$ cat src/rtl/fp_addsub_pipe.sv
// fp_addsub_pipe: 3-stage pipelined IEEE-754 adder/subtractor with generic
// EXP_W/FRAC_W, round-to-nearest-even, full special-value handling,
// exception flags {invalid, overflow, underflow, inexact, zero}, valid/ready
// flow control and an opaque tag carried with each operation.
// Optional build macro FP_ADDSUB_FTZ_EN: subnormal inputs and results are
// flushed to signed zero (no gradual underflow).
module fp_addsub_pipe #(
    parameter int  EXP_W  = 5,
    parameter int  FRAC_W = 10,
    parameter int  TAG_W  = 4,
    localparam int W      = 1 + EXP_W + FRAC_W
) (
    input  logic             clk,
    input  logic             rst_n,
    input  logic             in_valid,
    output logic             in_ready,
    input  logic             in_mode,
    input  logic [W-1:0]     in_a,
    input  logic [W-1:0]     in_b,
    input  logic [TAG_W-1:0] in_tag,
    output logic             out_valid,
    input  logic             out_ready,
    output logic [W-1:0]     out_result,
    output logic [TAG_W-1:0] out_tag,
    output logic [4:0]       out_flags
);
    localparam int E      = EXP_W;
    localparam int F      = FRAC_W;
    localparam int SW     = F + 4;        // hidden + fraction + guard/round/sticky
    localparam int AW     = 2 * F + 4;    // alignment window for the small operand
    localparam int LW     = $clog2(F + 5);
    localparam int STAGES = 3;
    localparam int EMAX   = (1 << E) - 1;
    localparam logic [W-1:0] QNAN = {1'b0, {E{1'b1}}, 1'b1, {(F-1){1'b0}}};
    localparam logic [4:0] FL_INV  = 5'b10000;
    localparam logic [4:0] FL_OVF  = 5'b01000;
    localparam logic [4:0] FL_UNF  = 5'b00100;
    localparam logic [4:0] FL_INX  = 5'b00010;
    localparam logic [4:0] FL_ZERO = 5'b00001;

    // ---------------- flow control ----------------
    logic [STAGES:1] vld_pipe;
    logic            ld1, ld2, ld3;

    assign ld3       = ~vld_pipe[3] | out_ready;
    assign ld2       = ~vld_pipe[2] | ld3;
    assign ld1       = ~vld_pipe[1] | ld2;
    assign in_ready  = ld1;
    assign out_valid = vld_pipe[3];

    // Stage valid bits; each stage loads when it is empty or draining.
    always_ff @(posedge clk or negedge rst_n) begin
        if (!rst_n) begin
            vld_pipe <= '0;
        end else begin
            if (ld1) vld_pipe[1] <= in_valid;
            if (ld2) vld_pipe[2] <= vld_pipe[1];
            if (ld3) vld_pipe[3] <= vld_pipe[2];
        end
    end

    // ---------------- S1: unpack / classify / align ----------------
    logic         sa, sb, dnz;
    logic [E-1:0] ea, eb, e_big, e_sml, eb_eff, es_eff, d;
    logic [F-1:0] fa, fb, f_big, f_sml;
    logic         a_nan, b_nan, a_snan, b_snan, a_inf, b_inf, a_ge;
    logic         s_big, s_sml;
    logic [F:0]   m_big, m_sml;
    logic [AW-1:0] wide;
    logic [SW-1:0] ali;
    logic         spc;
    logic [W-1:0] spc_res;
    logic [4:0]   spc_flg;

    // Classify operands, order by magnitude and align the smaller significand.
    always_comb begin
        sa  = in_a[W-1];
        sb  = in_b[W-1] ^ in_mode;
        ea  = in_a[W-2:F];
        eb  = in_b[W-2:F];
        fa  = in_a[F-1:0];
        fb  = in_b[F-1:0];
        dnz = 1'b0;
`ifdef FP_ADDSUB_FTZ_EN
        if (ea == '0) begin dnz = (fa != '0); fa = '0; end
        if (eb == '0) begin dnz = dnz | (fb != '0); fb = '0; end
`endif
        a_nan  = (&ea) & (|fa);
        b_nan  = (&eb) & (|fb);
        a_snan = a_nan & ~fa[F-1];
        b_snan = b_nan & ~fb[F-1];
        a_inf  = (&ea) & ~(|fa);
        b_inf  = (&eb) & ~(|fb);

        a_ge   = {ea, fa} >= {eb, fb};
        s_big  = a_ge ? sa : sb;
        s_sml  = a_ge ? sb : sa;
        e_big  = a_ge ? ea : eb;
        e_sml  = a_ge ? eb : ea;
        f_big  = a_ge ? fa : fb;
        f_sml  = a_ge ? fb : fa;
        m_big  = {|e_big, f_big};
        m_sml  = {|e_sml, f_sml};
        // subnormals share the exponent of the smallest normal
        eb_eff = (e_big == '0) ? E'(1) : e_big;
        es_eff = (e_sml == '0) ? E'(1) : e_sml;
        d      = eb_eff - es_eff;
        wide   = {m_sml, {(F+3){1'b0}}} >> d;
        if (int'(d) >= F + 3) ali = {{(F+3){1'b0}}, |m_sml};
        else                  ali = {wide[AW-1:F+1], |wide[F:0]};

        spc     = 1'b1;
        spc_res = QNAN;
        spc_flg = '0;
        if (a_nan | b_nan)                   spc_flg = (a_snan | b_snan) ? FL_INV : 5'b0;
        else if (a_inf & b_inf & (sa != sb)) spc_flg = FL_INV;
        else if (a_inf)                      spc_res = {sa, {E{1'b1}}, {F{1'b0}}};
        else if (b_inf)                      spc_res = {sb, {E{1'b1}}, {F{1'b0}}};
        else                                 spc = 1'b0;
    end

    logic             r1_sbig, r1_ssml, r1_spc, r1_dnz;
    logic [E-1:0]     r1_e;
    logic [F:0]       r1_mbig;
    logic [SW-1:0]    r1_ali;
    logic [W-1:0]     r1_spc_res;
    logic [4:0]       r1_spc_flg;
    logic [TAG_W-1:0] r1_tag;

    // S1 pipeline register.
    always_ff @(posedge clk) begin
        if (ld1) begin
            r1_sbig    <= s_big;
            r1_ssml    <= s_sml;
            r1_e       <= eb_eff;
            r1_mbig    <= m_big;
            r1_ali     <= ali;
            r1_spc     <= spc;
            r1_spc_res <= spc_res;
            r1_spc_flg <= spc_flg;
            r1_dnz     <= dnz;
            r1_tag     <= in_tag;
        end
    end

    // ---------------- S2: add / leading-zero count ----------------
    logic [F+4:0]  big_x, sml_x, sum;
    logic [LW-1:0] lzc;

    // Magnitude sum or difference; big >= small so the difference is never negative.
    always_comb begin
        big_x = {1'b0, r1_mbig, 3'b000};
        sml_x = {1'b0, r1_ali};
        sum   = (r1_sbig ^ r1_ssml) ? big_x - sml_x : big_x + sml_x;
    end

    // Leading zeros below the carry bit; highest set bit wins.
    always_comb begin
        lzc = LW'(F + 4);
        for (int i = 0; i <= F + 3; i++)
            if (sum[i]) lzc = LW'(F + 3 - i);
    end

    logic             r2_sbig, r2_ssml, r2_spc, r2_dnz;
    logic [F+4:0]     r2_sum;
    logic [LW-1:0]    r2_lzc;
    logic [E-1:0]     r2_e;
    logic [W-1:0]     r2_spc_res;
    logic [4:0]       r2_spc_flg;
    logic [TAG_W-1:0] r2_tag;

    // S2 pipeline register.
    always_ff @(posedge clk) begin
        if (ld2) begin
            r2_sbig    <= r1_sbig;
            r2_ssml    <= r1_ssml;
            r2_sum     <= sum;
            r2_lzc     <= lzc;
            r2_e       <= r1_e;
            r2_spc     <= r1_spc;
            r2_spc_res <= r1_spc_res;
            r2_spc_flg <= r1_spc_flg;
            r2_dnz     <= r1_dnz;
            r2_tag     <= r1_tag;
        end
    end

    // ---------------- S3: normalise / round / pack ----------------
    int            e_i, lz_i, sh_i, ex_i;
    logic [SW-1:0] norm;
    logic [F+1:0]  mant;
    logic          g_b, rs_b, inx, rup, tiny;
    logic [W-1:0]  res;
    logic [4:0]    flg;

    // Normalise, round to nearest even, then resolve overflow/zero/special results.
    always_comb begin
        e_i  = int'(r2_e);
        lz_i = int'(r2_lzc);
        sh_i = 0;
        if (r2_sum[F+4]) begin
            norm = {r2_sum[F+4:2], r2_sum[1] | r2_sum[0]};
            ex_i = e_i + 1;
        end else begin
`ifdef FP_ADDSUB_FTZ_EN
            sh_i = lz_i;
`else
            // never shift below the subnormal exponent
            sh_i = (lz_i < e_i - 1) ? lz_i : e_i - 1;
`endif
            norm = r2_sum[F+3:0] << sh_i;
            ex_i = e_i - sh_i;
        end
        tiny = ~norm[F+3];
        g_b  = norm[2];
        rs_b = |norm[1:0];
        inx  = g_b | rs_b;
        rup  = g_b & (rs_b | norm[3]);
        mant = {1'b0, norm[F+3:3]} + {{(F+1){1'b0}}, rup};
        if (mant[F+1]) begin
            mant = mant >> 1;
            ex_i = ex_i + 1;
        end

        res = '0;
        flg = '0;
        if (r2_spc) begin
            res = r2_spc_res;
            flg = r2_spc_flg;
        end else if (r2_sum == '0) begin
            // exact cancellation is +0 unless both addends were negative
            res = {r2_sbig & r2_ssml, {(W-1){1'b0}}};
            flg = FL_ZERO;
        end else if (ex_i >= EMAX) begin
            res = {r2_sbig, {E{1'b1}}, {F{1'b0}}};
            flg = FL_OVF | FL_INX;
`ifdef FP_ADDSUB_FTZ_EN
        end else if (ex_i < 1) begin
            res = {r2_sbig, {(W-1){1'b0}}};
            flg = FL_UNF | FL_INX | FL_ZERO;
`endif
        end else begin
            res = {r2_sbig, mant[F] ? E'(ex_i) : {E{1'b0}}, mant[F-1:0]};
            flg = {1'b0, 1'b0, tiny & inx, inx, 1'b0};
        end
        // a flushed subnormal operand means the result is not exact
        if (!r2_spc && r2_dnz) flg = flg | FL_UNF | FL_INX;
    end

    // Output register; held while the consumer stalls.
    always_ff @(posedge clk or negedge rst_n) begin
        if (!rst_n) begin
            out_result <= '0;
            out_tag    <= '0;
            out_flags  <= '0;
        end else if (ld3 && vld_pipe[2]) begin
            out_result <= res;
            out_tag    <= r2_tag;
            out_flags  <= flg;
        end
    end
endmodule

$ cat config.mk
export PLATFORM = sky130hd
export DESIGN_NAME = fp_addsub_pipe
export DESIGN_NICKNAME = d
export VERILOG_FILES = /design/src/rtl/fp_addsub_pipe.sv
export SDC_FILE = /design/constraint.sdc
export NUM_CORES = 1
export LEC_CHECK = 0
export BUFFER_PORTS_ARGS = -buffer_cell sky130_fd_sc_hd__buf_4
export CORE_MARGIN = 2
export CORE_UTILIZATION = 60
export CTS_BUF_LIST = sky130_fd_sc_hd__clkbuf_4
export DETAILED_ROUTE_END_ITERATION = 8
export GPL_TIMING_DRIVEN = 0
export PLACE_DENSITY = 0.77
export SLEW_MARGIN = 30
export SYNTH_ARGS = -nofsm -noshare
export SYNTH_HDL_FRONTEND = slang
export SYNTH_SLANG_ARGS = --single-unit
$ cat constraint.sdc
create_clock -name clk -period 9.8 [get_ports clk]
set_input_delay 0 -clock clk [delete_from_list [all_inputs] [get_ports clk]]
set_output_delay 0 -clock clk [all_outputs]
set_load 0.02 [all_outputs]
==> key figures, run 1 <==
Outcome
  – Status: complete, no violations

Logic synthesis
  – Synth Net Count: 1065
  – Synth warn: 0
  – Post-synth EDFFs: 74
  – Ys async rst share: 27.5%
  – Prevailing post-synth register cell: edfxtp_1
  – Mapped Area: 8910 um^2
  – Register area share after synthesis: 32.8%
  – Cells after Synth: 960
  – Number of synthesized register bits: 102
  – Post-synth cell types: 98
  – Syn_area_per_cell: 9.29 um^2

Placed design
  – Setup WS pre-CTS: 1.30 ns
  – Routability congestion estimate: 1.04
  – DP Area: 9700 um^2
  – Post-DP HPWL: 18.8 mm
  – Port buffer count: 67

Setup path
  – Cell repeated most along the worst path: ha_1
  – Critical Path Max Stage Delay: 0.59 ns
  – Register-to-register setup slack: 1.05 ns
  – Worst setup SP type: flop
  – CP Buf/Inv Count: 4
  – Worst Path Required: 10.23 ns
  – R2r worst-path depth: 27
  – Critical Path Fanout Max: 8
  – Cell family with most CP delay: simple AND/OR/NAND/NOR gates
  – Arr. time, crit path: 9.18 ns
  – Worst r2r src: r2_e[0]
  – CP max-delay cell: a21boi_0
  – R2r endpoint: out_result[6]
  – Crit. End Element: flop
  – Critical path class: flop to flop

Floorplanning
  – FP Rows: 44
  – Die area: 15800 um^2
  – Die H: 126 um
  – I/O pins: 68
  – Core box area: 14500 um^2
  – Starting Density: 61.3%
  – Die Span X: 126 um

STA
  – Final Setup Violations: 0
  – Fin crit period: 8.75 ns
  – Worst Slack Setup Final: 1.05 ns
  – Final Cycle Share: 89.3%
  – Final-report hold violation count: 0
  – Max frequency: 0.114 GHz
  – Worst-Margin Slew: 0.877 ns
  – Slew headroom: 40.8%
  – Skew final: 0.0316 ns
  – Max Slew Vio Count: 0
  – RSZ-0062 raised after global routing: no
  – Setup_tns: 0 ns

Detailed routing
  – Mean number of vias per cell: 6.60
  – Final wirelength: 25.5 mm
  – DR WL met2: 12.6 mm
  – WL/cell: 19.9 um
  – Met3 routed WL: 1.43 mm
  – Wl on met1: 9.96 mm
  – Via count: 8440
  – DR DRC count: 0
  – Post-DRT Antenna Nets: 0
  – Highest routed layer: met4
  – Number of DRC markers in iteration 0: 663
  – First drt pass iteration count: 5

Clocking
  – Num CTS Buffers: 9
  – Postcts setup bufs: 0
  – CTS Buffer Depth: 2
  – Clk root buf: clkbuf_4
  – Clock Latency Late Sink: 0.52 ns
  – Worst-path clk slew: 0.16 ns
  – H-Tree Level Count: 3
  – TritonCTS Sinks: 102
  – TritonCTS clock tree: done

Global route
  – GR Util All Layers: 31.7%
  – Grt total ovfl: 0
  – Largest net degree at the start of global routing: 29
  – Number of global-route vias before repair: 8028
  – Initial antenna violation count: 1
  – Global-route wire length before repair: 40.5 mm

Layout
  – Area grow syn2layout: 15.9%
  – Commonest cells after routing, fill and taps aside: nand2_1, nor2_1, edfxtp_1, buf_4, inv_1
  – Layout cells sized above 1: 15.4%
  – Fillers: 1115
  – Area of the multi-input gates: 5550 um^2
  – Most common cell after layout, fill and taps aside: nand2_1
  – Number of nets in the layout: 1193
  – Register area: 2920 um^2
  – Design area: 10300 um^2

Min path
  – HP Class: primary input to flop
  – Min-delay src: in_a[14]
  – Hold Path Sink: r1_mbig[10]
  – Hold Path Depth: 5

Power
  – Pwr dens: 287 nW/um^2
  – Max IR drop VDD: 115 uV
  – Total power: 2.97 mW
  – Leakage: 4.17 nW

Job
  – Max Cap Violations: 0
==> stage by stage <==
step / instances / hold WS [ns] / utilization (%)
final: 1278 / 0.0644 / 71.1
after detailed placement: 1216 / -0.0658 / 66.7
after global routing: 1278 / 0.0599 / 71.1
after CTS: 1277 / 0.0301 / 71.0
after floorplan: 960 / -0.296 / -
after global placement: 1211 / -0.0689 / 66.4
==> metal layers <==
metal  vias up  global-route usage [%]
li1       3931                       -
met1      4026                    38.1
met2       387                    54.5
met3        96                    3.87
met4         0                    18.8
met5         -                       0
==> sequential cells by signal, summed over array words and instances, names as in the netlist, 5 cells and up <==
name and count:
out_result 16, r2_sum 15, r1_ali 14, r1_mbig 11, out_flags 5, r1_e 5, r2_e 5
==> kinds of logic (layout without fill, tap and decap cells) <==
kind of cell	after synthesis	count (layout)	share of synthesized area, %
other cells	0	1	0
flops	102	102	32.8
mux	62	62	9.05
compound gates	294	294	23.6
xor+xnor	36	36	3.62
buf+inv	107	240	5.08
simple gates	295	295	16.6
fa+ha+maj	64	64	9.24
==> area by class of cell <==
class | instances | share of cell area [%]
Multi-Input combinational cell | 751 | 53.7
Sequential cell | 102 | 28.3
Timing Repair Buffer | 117 | 9.80
Inverter | 69 | 2.53
Tap cell | 184 | 2.23
Buffer | 38 | 1.85
Clock inverter | 7 | 0.957
Clock buffer | 9 | 0.654
Antenna cell | 1 | 0.0242
==> power by group <==
part	internal, mW	switching (mW)	total (mW)
Sequential	0.613	0.127	0.741
Clock	0.0642	0.165	0.229
Combinational	0.772	1.23	2.00
Total	1.45	1.52	2.97
==> synth_stat cells (all sizes together) (5+ instances only) <==
master,instances,share of area (%)
a211oi,11,0.93
a21boi,7,0.59
a21o,12,1.0
a21oi,58,3.3
a221oi,8,0.86
a22oi,12,1.2
a31oi,10,0.70
and2,8,0.59
and3,7,0.49
buf,13,1.1
clkbuf,25,1.1
dfrtp,28,7.9
edfxtp,74,25
ha,61,8.6
inv,68,2.9
mux2,29,3.7
mux2i,22,2.6
mux4,11,2.8
nand2,76,3.2
nand2b,12,0.84
nand3,24,1.3
nand4,8,0.56
nor2,75,3.2
nor3,32,1.9
nor3b,5,0.55
nor4,19,1.4
nor4b,5,0.49
o2111ai,6,0.66
o211ai,9,0.81
o21a,13,1.1
o21ai,65,3.9
o21bai,7,0.59
o221ai,5,0.49
o311ai,5,0.49
o31ai,16,1.3
or3,6,0.48
or4,5,0.42
xnor2,20,2.0
xor2,16,1.7
==> worst min-delay path, stage by stage <==
cell and delay (ns):
buf_4 0.11, mux2_2 0.16, or4_1 0.10, nor2_1 0.05, inv_1 0.04
==> timing repair <==
item | 4_1_cts | 5_1_grt
hold buffers | 45 | 0
hold endpoints to repair | 57 | 0
gates resized for setup | 0 | 0
==> worst max path at each step <==
stage,start,endpoint,slack (ns),cells after the start
global route,r2_e[0],out_result[6],0.39,27
global placement,r2_e[0],out_result[6],1.27,27
detailed placement,r2_e[0],out_result[6],1.30,27
floorplan,r2_e[0],out_result[11],2.94,26
CTS,r2_e[0],out_result[6],1.24,27
finish,r2_e[0],out_result[6],1.05,27
Note: power is estimated with default switching activity, not from simulation.
==> run 2, diff against run 1 <==
Settings changed: PLACE_DENSITY 0.77 to 0.82.
==> run 2 against run 1 <==
Critical endpoint is now out_result[4]. Final area is 0.50% lower. Largest power group unchanged. Register-to-register slack got worse by 0.13 ns. Clock skew is essentially flat. Clock-buffer cell count unchanged. Die area is the same. Setup slack worse by 0.13 ns. Largest cell class unchanged. Non-clock buffer count shrank 4. Worst hold slack lost 0.021 ns. Global-route usage decreased by 0.14 points. Clock power increased by 2%. Routed wire length shrank 3.4%.
==> key figures, run 2 (same netlist as run 1, synthesis figures left out) <==
STA
  – Setup_tns: 0 ns (unchanged)
  – RSZ-0062 raised after global routing: no
  – Fin crit period: 8.88 ns (+0.125 ns)
  – Worst-Margin Slew: 1.01 ns (+0.128 ns)
  – Skew final: 0.0320 ns (+0.000336 ns)
  – Final Setup Violations: 0 (unchanged)
  – Slew headroom: 33.0% (-7.8 points)
  – Max Slew Vio Count: 0 (unchanged)
  – Final Cycle Share: 90.6% (+1.3 points)
  – Final-report hold violation count: 0 (unchanged)
  – Worst Slack Setup Final: 0.925 ns (-0.125 ns)
  – Max frequency: 0.113 GHz (-1.4%)

Min path
  – HP Class: primary input to flop
  – Min-delay src: in_b[15]

Placed design
  – Routability congestion estimate: 1.02 (-2.0%)
  – Setup WS pre-CTS: 1.26 ns (-0.0420 ns)
  – Port buffer count: 67 (unchanged)
  – Post-DP HPWL: 18.6 mm (-0.91%)

Layout
  – Biggest regs: out_result: 16 flops, r2_sum: 15 flops, r1_ali: 14 flops
  – Commonest cells after routing, fill and taps aside: nand2_1, nor2_1, edfxtp_1, buf_4, inv_1
  – Area grow syn2layout: 15.3%
  – Fillers: 1142 (+2.4%)
  – Most common cell after layout, fill and taps aside: nand2_1
  – Layout cells sized above 1: 15.3% (-0.035 points)
  – Number of nets in the layout: 1189 (-0.34%)
  – Max reg flops: 16 (unchanged)
  – Largest reg by FF count: out_result

Detailed routing
  – Via count: 8268 (-2.0%)
  – Post-DRT Antenna Nets: 0 (unchanged)
  – Number of DRC markers in iteration 0: 736 (+11%)
  – First drt pass iteration count: 5 (unchanged)
  – Mean number of vias per cell: 6.49 (-1.7%)
  – DR DRC count: 0 (unchanged)
  – WL/cell: 19.3 um (-3.1%)
  – Final wirelength: 24.6 mm (-3.4%)

Setup path
  – Critical Path Max Stage Delay: 0.60 ns (about the same)
  – Critical path class: flop to flop
  – CP Buf/Inv Count: 4 (unchanged)
  – Worst r2r src: r2_e[0]
  – Worst setup SP type: flop
  – Cell family with most CP delay: simple AND/OR/NAND/NOR gates
  – Cell repeated most along the worst path: ha_1
  – Arr. time, crit path: 9.29 ns (+0.11 ns)
  – CP max-delay cell: a21boi_0
  – Worst Path Required: 10.22 ns (about the same)
  – Critical Path Fanout Max: 8 (unchanged)
  – Crit. End Element: flop
  – Critical Path Source: r2_e[0]

Outcome
  – Status: complete, no violations

Clocking
  – H-Tree Level Count: 3 (unchanged)
  – Clock Latency Late Sink: 0.49 ns (-0.03 ns)
  – Worst-path clk slew: 0.20 ns (+0.04 ns)
  – Clk root buf: clkbuf_4
  – TritonCTS clock tree: done
  – Postcts setup bufs: 0 (unchanged)
  – Num CTS Buffers: 9 (unchanged)
  – CTS Buffer Depth: 2 (unchanged)
  – TritonCTS Sinks: 102 (unchanged)

Floorplanning
  – Die area: 15800 um^2 (unchanged)
  – Die Span X: 126 um (unchanged)
  – Die H: 126 um (unchanged)
  – Starting Density: 61.3% (unchanged)
  – I/O pins: 68 (unchanged)
  – Core box area: 14500 um^2 (unchanged)
  – FP Rows: 44 (unchanged)

Global route
  – Grt total ovfl: 0 (unchanged)
  – Largest net degree at the start of global routing: 29 (unchanged)
  – Initial antenna violation count: 1 (unchanged)
  – GR Util All Layers: 31.5% (-0.14 points)
  – Global-route wire length before repair: 40.9 mm (+0.99%)
  – Number of global-route vias before repair: 8163 (+1.7%)

Power
  – Leakage: 4.15 nW (-0.50%)
  – Max IR drop VDD: 101 uV (-12%)
  – Pwr dens: 285 nW/um^2 (-0.72%)

Job
  – Max Cap Violations: 0 (unchanged)
-- run 2: cell count changes in the layout (fill, tap and decap cells not counted), sizes merged --
cell / previous run / this run
clkinv: 6 / 4
dlygate4sd3: 44 / 40
inv: 70 / 72
-- run 2: routing by layer --
| layer | GRT usage (%) | share of wire (%) | up-vias |
|---|---|---|---|
| met5 | 0 | 0 | - |
| met4 | 13.8 | 4.0 | 0 |
| met3 | 3.44 | 4.8 | 79 |
| met2 | 55.6 | 50 | 341 |
| met1 | 39.1 | 41 | 3946 |
| li1 | - | - | 3902 |
-- run 2: where the power goes --
group | internal, mW | switching [mW]
combinational | 0.766 | 1.20
sequential | 0.613 | 0.123
clock | 0.0647 | 0.168
-- run 2: area by class of cell --
class	instances	area [um^2]	area share, %
plain buffers	38	191	1.86
flip-flops and latches	102	2920	28.4
clock inverters	7	91.3	0.888
repair buffers	113	976	9.49
well taps	184	230	2.24
inverters	69	262	2.54
diodes	1	2.50	0.0243
clock buffers	9	67.6	0.657
multi-input cells	751	5540	53.9
-- run 2: worst min-delay path, stage by stage --
cell	delay (ns)
buf_4	0.08
xor2_1	0.11
a21oi_1	0.14
a211oi_1	0.05
-- run 2: final timing paths --
check | cells after the start | slack [ns] | end
max | 27 | 0.92 | out_result[4]
min | 4 | 0.04 | r1_spc_res[15]
max reg2reg | 27 | 0.92 | out_result[4]
min reg2reg | 0 | 0.44 | r2_e[1]
max in group asynchronous | 4 | 9.11 | out_tag[3]
min in group asynchronous | 4 | 0.53 | out_result[9]
-- run 2: repair_timing --
item                                   CTS  global route
endpoints found under the hold margin   54             0
hold buffers                            41             0
gates resized for setup                  0             0
-- run 2: stage by stage --
| step | hold WS (ns) | instance area (um^2) | instances | utilization [%] | power [mW] |
|---|---|---|---|---|---|
| 2_1_floorplan | -0.296 | 8910 | 960 | - | 2.13 |
| 3_3_place_gp | -0.0646 | 9650 | 1211 | 66.4 | 2.60 |
| 3_5_place_dp | -0.0664 | 9700 | 1216 | 66.7 | 2.62 |
| 4_1_cts | 0.00628 | 10300 | 1273 | 70.7 | 2.88 |
| 5_1_grt | 0.0315 | 10300 | 1274 | 70.7 | 3.15 |
| 6_report | 0.0437 | 10300 | 1274 | 70.7 | 2.93 |
==> run 3, diff against run 2 <==
Clock period 9.8 ns to 8.31 ns, I/O delays scaled along.
==> run 3 against run 2 <==
Largest cell class unchanged. Utilization increased by 0.51 points. Final area increased by 0.72%. Combinational power increased by 19%. Final cell count increased by 0.39%. Sequential power increased by 18%. Highest routed layer unchanged. Register-to-register slack got worse by 0.43 ns.
==> key figures, run 3 (same netlist as run 1, synthesis figures left out) <==
Layout
  – Layout Cells excl Fill: 1279 (+0.39%)
  – Max reg flops: 16 (unchanged)
  – Largest reg by FF count: out_result
  – Layout cells sized above 1: 16.2% (+0.84 points)
  – Register area: 2920 um^2 (unchanged)
  – Biggest regs: out_result: 16 flops, r2_sum: 15 flops, r1_ali: 14 flops
  – Area grow syn2layout: 16.2%
  – Number of nets in the layout: 1194 (+0.42%)
  – Commonest cells after routing, fill and taps aside: buf_4, nor2_1, nand2_1, edfxtp_1, inv_1
  – Area of the multi-input gates: 5580 um^2 (+0.66%)
  – Fillers: 1134 (-0.70%)
  – Most common cell after layout, fill and taps aside: buf_4
  – Design area: 10400 um^2 (+0.72%)

Clocking
  – TritonCTS Sinks: 102 (unchanged)
  – H-Tree Level Count: 3 (unchanged)
  – Worst-path clk slew: 0.20 ns (about the same)
  – Clock Latency Late Sink: 0.48 ns (about the same)
  – Num CTS Buffers: 9 (unchanged)
  – Clk root buf: clkbuf_4
  – TritonCTS clock tree: done
  – CTS Buffer Depth: 2 (unchanged)

Global route
  – Number of global-route vias before repair: 8151 (-0.15%)
  – Top Usage Layer GRT: met2
  – Global-route wire length before repair: 40.9 mm (about the same)
  – Met3 usage: 3.40% (-0.042 points)
  – Initial antenna violation count: 1 (unchanged)
  – M1 GR Usage: 39.2% (about the same)
  – Met2 usage: 55.6% (+0.063 points)
  – Largest net degree at the start of global routing: 29 (unchanged)
  – GR Util All Layers: 31.5% (about the same)
  – Grt total ovfl: 0 (unchanged)

Floorplanning
  – Starting Density: 61.3% (unchanged)
  – Core box area: 14500 um^2 (unchanged)
  – Die area: 15800 um^2 (unchanged)
  – Die Span X: 126 um (unchanged)
  – Die H: 126 um (unchanged)
  – FP Rows: 44 (unchanged)
  – I/O pins: 68 (unchanged)

Setup path
  – Crit. End Element: flop
  – Worst setup SP type: flop
  – Arr. time, crit path: 8.23 ns (-1.06 ns)
  – Critical path class: flop to flop
  – Critical Path Fanout Max: 8 (unchanged)
  – Worst Path Required: 8.72 ns (-1.50 ns)
  – R2r worst-path depth: 27 (unchanged)

Placed design
  – DP Area: 9700 um^2 (unchanged)
  – Post-DP HPWL: 18.6 mm (unchanged)
  – Setup WS pre-CTS: -0.232 ns (-1.49 ns)
  – Port buffer count: 67 (unchanged)
  – Placed Cells: 1216 (unchanged)
  – Routability congestion estimate: 1.02 (unchanged)

STA
  – Worst-Margin Slew: 0.991 ns (-0.0139 ns)
  – Final-report hold violation count: 0 (unchanged)
  – Max frequency: 0.128 GHz (+14%)
  – Skew final: 0.0309 ns (-0.00104 ns)
  – RSZ-0062 raised after global routing: no
  – Final Setup Violations: 0 (unchanged)
  – Slew headroom: 33.9% (+0.93 points)
  – Fin crit period: 7.82 ns (-1.06 ns)
  – Max Slew Vio Count: 0 (unchanged)
  – Final Cycle Share: 94.1% (+3.5 points)
  – Worst Slack Setup Final: 0.493 ns (-0.431 ns)

Detailed routing
  – Via count: 8302 (+0.41%)
  – Number of DRC markers in iteration 0: 693 (-5.8%)
  – Post-DRT Antenna Nets: 0 (unchanged)
  – WL/cell: 19.2 um (-0.83%)
  – Mean number of vias per cell: 6.49 (about the same)
  – First drt pass iteration count: 7 (+2)
  – DR DRC count: 0 (unchanged)
  – Final wirelength: 24.5 mm (-0.44%)

Min path
  – HP Class: primary input to flop
  – Hold Path Depth: 4 (unchanged)

Job
  – Max Cap Violations: 0 (unchanged)

Power
  – Leakage: 4.18 nW (+0.68%)
  – Pwr dens: 337 nW/um^2 (+18%)
  – Max IR drop VDD: 119 uV (+18%)

Outcome
  – Status: complete, no violations
==> run 3: layer usage <==
metal,wire length (um),share of wire [%],up-vias
li1,-,-,3931
met1,10100,41,3960
met2,12200,50,330
met3,1200,4.9,81
met4,1070,4.4,0
met5,0,0,-
==> run 3: repair_timing <==
| action | 4_1_cts | 5_1_grt |
|---|---|---|
| resized for setup | 2 | 6 |
| endpoints found under the hold margin | 54 | 0 |
| hold buffers | 41 | 0 |
| setup endpoints to repair | 18 | 18 |
| buffers inserted | 0 | 5 |
| pin swaps | 0 | 3 |
==> run 3: final cells by class <==
| type | count | area share, % |
|---|---|---|
| multi-input combinational | 751 | 53.8 |
| clock buffer | 9 | 0.652 |
| sequential | 102 | 28.2 |
| timing repair buffer | 118 | 9.79 |
| antenna | 1 | 0.0242 |
| inverter | 69 | 2.53 |
| clock inverter | 7 | 0.882 |
| buffer | 38 | 1.85 |
| tap | 184 | 2.22 |
==> run 3: worst paths after layout <==
check,from,endpoint,slack (ns)
worst max register to register,r2_e[0],out_result[4],0.49
worst min register to register,r1_e[1],r2_e[1],0.44
max in group asynchronous,rst_n,out_result[6],7.63
worst max-delay path,r2_e[0],out_result[4],0.49
worst min-delay path,in_b[15],r1_spc_res[15],0.03
min in group asynchronous,rst_n,out_result[9],0.53
==> run 3: critical path: stages, from the launching register on <==
cell	delay [ns]
edfxtp_1	0.43
buf_4	0.19
inv_1	0.17
ha_2	0.33
xor2_2	0.31
inv_1	0.18
ha_1	0.37
a21oi_1	0.10
o211ai_1	0.44
nand2_2	0.24
a22oi_2	0.34
inv_1	0.17
ha_1	0.36
o21ai_0	0.15
a21boi_2	0.30
a2bb2oi_1	0.36
nor2_1	0.08
ha_1	0.33
or2_2	0.31
or4_1	0.60
nor4_4	0.26
a211oi_1	0.12
or4_1	0.56
nor3_1	0.34
a41oi_1	0.07
o21ai_0	0.22
nand3_1	0.18
o21ai_0	0.24
==> run 3: power breakdown <==
group | total, mW | internal [mW] | switching, mW
combinational | 2.34 | 0.927 | 1.42
sequential | 0.866 | 0.723 | 0.143
clock | 0.276 | 0.0763 | 0.199
==> run 3: per-stage QoR <==
step / total power [mW] / utilization [%] / hold WS [ns] / setup TNS, ns
after CTS: 3.40 / 70.8 / 0.00628 / 0
after global routing: 3.75 / 71.3 / 0.0315 / 0
after floorplan: 2.51 / - / -0.296 / 0
after detailed placement: 3.09 / 66.7 / -0.0664 / -2.54
final: 3.49 / 71.3 / 0.0279 / 0
after global placement: 3.07 / 66.4 / -0.0646 / -1.27
